===== config.mk =====
export PLATFORM = sky130hd
export DESIGN_NAME = pattern_detector
export DESIGN_NICKNAME = d
export VERILOG_FILES = /design/src/rtl/pattern_detector_pkg.sv /design/src/rtl/pattern_detector_sat_counter.sv /design/src/rtl/pattern_detector.sv
export SDC_FILE = /design/constraint.sdc
export NUM_CORES = 1
export LEC_CHECK = 0
export CORE_MARGIN = 5
export CORE_UTILIZATION = 54
export CTS_BUF_LIST = sky130_fd_sc_hd__clkbuf_4
export DETAILED_ROUTE_END_ITERATION = 8
export GPL_ROUTABILITY_DRIVEN = 0
export GPL_TIMING_DRIVEN = 0
export MAX_ROUTING_LAYER = met4
export PLACE_DENSITY = 0.84
export REMOVE_ABC_BUFFERS = 1
export SLEW_MARGIN = 15
export SYNTH_ARGS = -nofsm -noshare
export SYNTH_HDL_FRONTEND = slang
export SYNTH_HIERARCHICAL = 1
export SYNTH_SLANG_ARGS = --single-unit

===== constraint.sdc =====
create_clock -name clk -period 4.2 [get_ports clk]
set_input_delay 0.42 -clock clk [delete_from_list [all_inputs] [get_ports clk]]
set_output_delay 0.42 -clock clk [all_outputs]
set_load 0.1 [all_outputs]

===== src/rtl/pattern_detector_pkg.sv =====
// Shared constants and helpers for the serial pattern detector.
package pattern_detector_pkg;

  localparam int         PAT_W_DEF   = 4;
  localparam logic [3:0] PAT_RST_DEF = 4'b1101;
  localparam int         CNT_W_DEF   = 8;

  // Width needed for the fill counter, which runs 0..pat_w-1.
  function automatic int fill_w(input int pat_w);
    return $clog2(pat_w);
  endfunction

endpackage


===== src/rtl/pattern_detector_sat_counter.sv =====
// Saturating up-counter with synchronous clear; clear wins over increment.
module sat_counter #(
  parameter int CNT_W = 8
) (
  input  logic             clk,
  input  logic             rst,
  input  logic             inc,
  input  logic             clr,
  output logic [CNT_W-1:0] cnt
);

  logic [CNT_W-1:0] cnt_q;
  logic [CNT_W-1:0] cnt_d;

  // Next count: clear, else increment unless already at all-ones.
  always_comb begin
    cnt_d = cnt_q;
    if (clr) begin
      cnt_d = '0;
    end else if (inc && (cnt_q != {CNT_W{1'b1}})) begin
      cnt_d = cnt_q + CNT_W'(1);
    end
  end

  // Count register with synchronous reset.
  always_ff @(posedge clk) begin
    if (rst) begin
      cnt_q <= '0;
    end else begin
      cnt_q <= cnt_d;
    end
  end

  assign cnt = cnt_q;

endmodule


===== src/rtl/pattern_detector.sv =====
// Serial bit-pattern detector with programmable pattern, overlap mode,
// combinational (Mealy) and registered (Moore) match outputs and a
// saturating match counter.
module pattern_detector
  import pattern_detector_pkg::*;
#(
  parameter int               PAT_W   = PAT_W_DEF,
  parameter logic [PAT_W-1:0] PAT_RST = PAT_W'(PAT_RST_DEF),
  parameter int               OVERLAP = 1,
  parameter int               CNT_W   = CNT_W_DEF
) (
  input  logic             clk,
  input  logic             rst,
  input  logic             in,
  input  logic             en,
  input  logic             cfg_we,
  input  logic [PAT_W-1:0] cfg_pat,
  input  logic             cnt_clr,
  output logic             det,
  output logic             det_q,
  output logic [CNT_W-1:0] match_cnt
);

  localparam int         FW       = fill_w(PAT_W);
  localparam logic [FW-1:0] FILL_FULL = FW'(PAT_W - 1);

  logic [PAT_W-1:0] pat_q,  pat_d;
  logic [PAT_W-2:0] hist_q, hist_d;
  logic [FW-1:0]    fill_q, fill_d;
  logic             det_q_q, det_q_d;

  logic [PAT_W-1:0] window;
  logic             hit;

  // Candidate window: stored history with the incoming bit as newest.
  assign window = {hist_q, in};
  // A match needs a full history and is judged against the current pattern.
  assign hit    = en & (fill_q == FILL_FULL) & (window == pat_q);
  assign det    = hit & ~rst;

  // Next-state for pattern, history and fill; a pattern write restarts fill.
  always_comb begin
    pat_d   = pat_q;
    hist_d  = hist_q;
    fill_d  = fill_q;
    det_q_d = hit;
    if (en) begin
      if (hit && (OVERLAP == 0)) begin
        fill_d = '0;
      end else begin
        hist_d = window[PAT_W-2:0];
        if (fill_q != FILL_FULL) begin
          fill_d = fill_q + FW'(1);
        end
      end
    end
    if (cfg_we) begin
      pat_d  = cfg_pat;
      fill_d = '0;
    end
  end

  // State register; reset reloads the default pattern and discards history.
  always_ff @(posedge clk) begin
    if (rst) begin
      pat_q   <= PAT_RST;
      hist_q  <= '0;
      fill_q  <= '0;
      det_q_q <= 1'b0;
    end else begin
      pat_q   <= pat_d;
      hist_q  <= hist_d;
      fill_q  <= fill_d;
      det_q_q <= det_q_d;
    end
  end

  assign det_q = det_q_q;

  sat_counter #(
    .CNT_W (CNT_W)
  ) u_match_cnt (
    .clk (clk),
    .rst (rst),
    .inc (hit),
    .clr (cnt_clr),
    .cnt (match_cnt)
  );

endmodule


==> results.py <==
metrics = {
    "worst_setup_path": {
        "worst-r2r-cell-count": 6,
        "critical_path.top_delay_family": "buffers and inverters",
        "reg2reg_to": "u_match_cnt/cnt[5]$_SDFFE_PP0P_",
        "crit_path_end_kind": "output port",
        "data_arrival_at_the_endpoint_of_the_critical_path_ps": 2660,
        "critPathMaxStageDelay_ps": 1170,
        "timing.critical_path.required_ps": 3780,
        "timing.critical_path.buf_inv": 2,
        "cp_slowest_cell": "sky130_fd_sc_hd__clkdlybuf4s50_1",
        "cp_common_cell": "sky130_fd_sc_hd__clkdlybuf4s50_1",
        "worstPathCellList": "clkdlybuf4s50_1 > nor3_1 > clkdlybuf4s50_1",
        "critical_path_class": "in -> out",
        "worst-path-max-fanout": 17,
        "worst_setup_path_start_kind": "input port",
        "worst_r2r_startpoint": "hist_q[1]$_SDFFE_PP0P_",
        "r2r_slack_ps": 2220,
    },
    "grt": {
        "globalRouteTotalUtil": 0.1354,
        "grt.overflow.total": 0,
        "antenna_violations_before_repair": 0,
        "grt_start_max_net_pins": 18,
        "first_global_vias": 640,
        "grt_first_pass_wirelength_um": 2587,
    },
    "drt": {
        "drc": 0,
        "drtPass1Iterations": 4,
        "post_route_ant_nets": 0,
        "routedWlPerCell_um": 12.55,
        "detail_route.vias_per_cell": 5.691,
        "detail_route.iter0.violations": 12,
        "route.vias.total": 700,
        "finalWirelength_um": 1544,
    },
    "placed_design": {
        "placed_cells_incl_taps": 120,
        "port_buffers": 19,
        "post-dp-hpwl_um": 1217,
    },
    "clock_network": {
        "numCtsBuffers": 3,
        "post_cts_buffers": 0,
        "postCtsResizedCells": 0,
        "clock_path_buffers": 2,
        "clock-root-buffer": "sky130_fd_sc_hd__clkbuf_4",
        "tritoncts_num_sinks": 18,
        "worst_skew_pair.late_latency_ps": 280,
        "cts_tree": "done",
        "path_clk_slew_ps": 90,
        "cts.htree.levels": 1,
        "cts.hold.buffers_added": 0,
    },
    "synthesis": {
        "synth.distinct_cells": 31,
        "post_synth_inst_count": 89,
        "syn-cell-area_um2": 859.6,
        "synthesis.yosys.warnings": 6,
        "synth_sequential_area_ratio": 0.4192,
        "avgSynthCellArea_um2": 9.658,
        "ys_seq_elements": 18,
    },
    "die": {
        "overall_die_area_mm2": 0.002490,
        "floorplan.initialDensity": 0.5706,
        "floorplan.die.height_um": 49.90,
        "site_rows": 14,
        "ioPinCount": 20,
        "x_dimension_of_the_die_um": 49.90,
        "core_mm2": 0.001506,
    },
    "sta": {
        "tns_ps": 0,
        "clock-skew-final_ps": 2.500,
        "layout_min_cycle_time_ps": 3077,
        "timing.fmax_mhz": 325.0,
        "relSlewSlack": 0.3535,
        "finalHoldViolations": 0,
        "tightest_pin_transition_ps": 966.8,
        "final-max-slew-violation-count": 0,
        "rsz0062_at_grt": "no",
        "final.period_utilization": 0.7326,
        "setup_viol": 0,
    },
    "final_layout": {
        "layout_common_cells": "sky130_fd_sc_hd__clkdlybuf4s50_1, sky130_fd_sc_hd__dfxtp_1, sky130_fd_sc_hd__mux2i_1",
        "layout.cells.most_common": "sky130_fd_sc_hd__clkdlybuf4s50_1",
        "drive_gt1_frac": 0.04673,
        "final_util": 0.7110,
        "area_growth_syn_to_layout_pct": 24.60,
        "antenna-diode-count": 0,
        "finish.cell_count_without_fillers": 123,
        "design.final.nets": 121,
    },
    "run": {
        "maxCapViolations": 0,
    },
    "hold_path": {
        "min_path_cells": 2,
        "timing.hold.worst.class": "reg -> reg",
        "timing.hold.worst.start": "u_match_cnt/cnt[1]$_SDFFE_PP0P_",
        "timing.hold.worst_endpoint": "u_match_cnt/cnt[1]$_SDFFE_PP0P_",
    },
    "power": {
        "static_leak_nw": 0.4024,
        "power_density_mw_per_mm2": 266.6,
        "ir_worst_vdd_v": 0.0002355,
    },
    "status": {
        "outcome": "completed",
    },
}
[worst max path at each step]
stage / start / to / slack (ps) / depth (start not counted)
after floorplan: in / det / 940 / 3
after global placement: rst / det / 1130 / 3
after detailed placement: rst / det / 1130 / 3
after CTS: rst / det / 1120 / 3
after global routing: rst / det / 1030 / 3
final: rst / det / 1120 / 3
[cell families (layout without fill, tap and decap cells)]
logic type,Yosys count,in the layout,synth area share
AO/OA/AOI/OAI,15,15,0.1499
XOR/XNOR,4,4,0.04076
adder cells (fa/ha/maj),2,2,0.02911
buffers and inverters,6,24,0.03347
flip-flops,18,18,0.4192
multiplexers,9,9,0.1048
AND/OR/NAND/NOR,35,35,0.2227
[synthesized netlist by cell type]
library cell                count  area [µm²]
sky130_fd_sc_hd__a2111oi_4      1       27.53
sky130_fd_sc_hd__a211o_1        4       35.03
sky130_fd_sc_hd__a21boi_1       2       15.01
sky130_fd_sc_hd__a21boi_2       1       11.26
sky130_fd_sc_hd__a21oi_1        4       20.02
sky130_fd_sc_hd__a31oi_1        1       6.260
sky130_fd_sc_hd__and2b_1        1       7.510
sky130_fd_sc_hd__and3_1         3       18.77
sky130_fd_sc_hd__and3b_1        1       8.760
sky130_fd_sc_hd__and4_1         2       17.52
sky130_fd_sc_hd__buf_2          1       5.000
sky130_fd_sc_hd__buf_4          1       7.510
sky130_fd_sc_hd__clkbuf_1       1       3.750
sky130_fd_sc_hd__clkbuf_2       1       5.000
sky130_fd_sc_hd__dfxtp_1       18       360.4
sky130_fd_sc_hd__ha_1           2       25.02
sky130_fd_sc_hd__inv_1          2       7.510
sky130_fd_sc_hd__mux2i_1        9       90.09
sky130_fd_sc_hd__nand2_1        6       22.52
sky130_fd_sc_hd__nand3_1        2       10.01
sky130_fd_sc_hd__nand4_1        2       12.51
sky130_fd_sc_hd__nor2_1         6       22.52
sky130_fd_sc_hd__nor2b_1        3       18.77
sky130_fd_sc_hd__nor3_1         4       20.02
sky130_fd_sc_hd__nor4_1         1       6.260
sky130_fd_sc_hd__o2111ai_1      1       8.760
sky130_fd_sc_hd__o21ai_0        1       5.000
sky130_fd_sc_hd__or3_1          3       18.77
sky130_fd_sc_hd__or4_1          1       7.510
sky130_fd_sc_hd__xnor2_1        2       17.52
sky130_fd_sc_hd__xor2_1         2       17.52
[flip-flops by register name, indices dropped and copies added (netlist names)]
| register | count |
|---|---|
| u_match_cnt/cnt | 8 |
| fill_q | 2 |
| hist_q | 3 |
| det_q | 1 |
| pat_q | 4 |
[worst reg2reg max path, stage by stage (launching register included)]
cell,delay (ps)
sky130_fd_sc_hd__dfxtp_1,340
sky130_fd_sc_hd__xor2_1,160
sky130_fd_sc_hd__a211o_1,300
sky130_fd_sc_hd__nor2_1,290
sky130_fd_sc_hd__and4_1,330
sky130_fd_sc_hd__a31oi_1,150
sky130_fd_sc_hd__a2111oi_4,320
[final cells by class]
cell class | count | area [µm²]
multi-input cells | 65 | 470.5
fillers | 123 | 435.4
flip-flops and latches | 18 | 360.3
repair buffers | 19 | 190.2
clock buffers | 3 | 22.52
well taps | 16 | 20.02
inverters | 2 | 7.507
[report_power, final]
part | switching [W] | leakage (nW) | internal, W
logic | 0.0000120 | 0.242 | 0.0000155
registers | 0.00000306 | 0.147 | 0.000175
clock network | 0.0000468 | 0.0138 | 0.0000333
[stage by stage]
step	instance area, µm²	setup WS [ps]	total power [W]	hold WS [ps]
after CTS	1071	1116	0.0002904	498.1
final	1071	1123	0.0002855	492.2
after detailed placement	1049	1131	0.0002096	484.8
after global routing	1071	1034	0.0003003	531.9
after global placement	1049	1134	0.0002086	473.7
after floorplan	838.3	943.8	0.0001937	480.7
[per-layer routing]
layer | global-route usage | vias to the layer above | wire length (µm)
met5 | - | - | 0
li1 | - | 363 | -
met4 | 0.06114 | 0 | 0
met2 | 0.2352 | 18 | 796
met1 | 0.1405 | 319 | 652
met3 | 0.03614 | 0 | 95
Power figures use the tool's default switching activity.
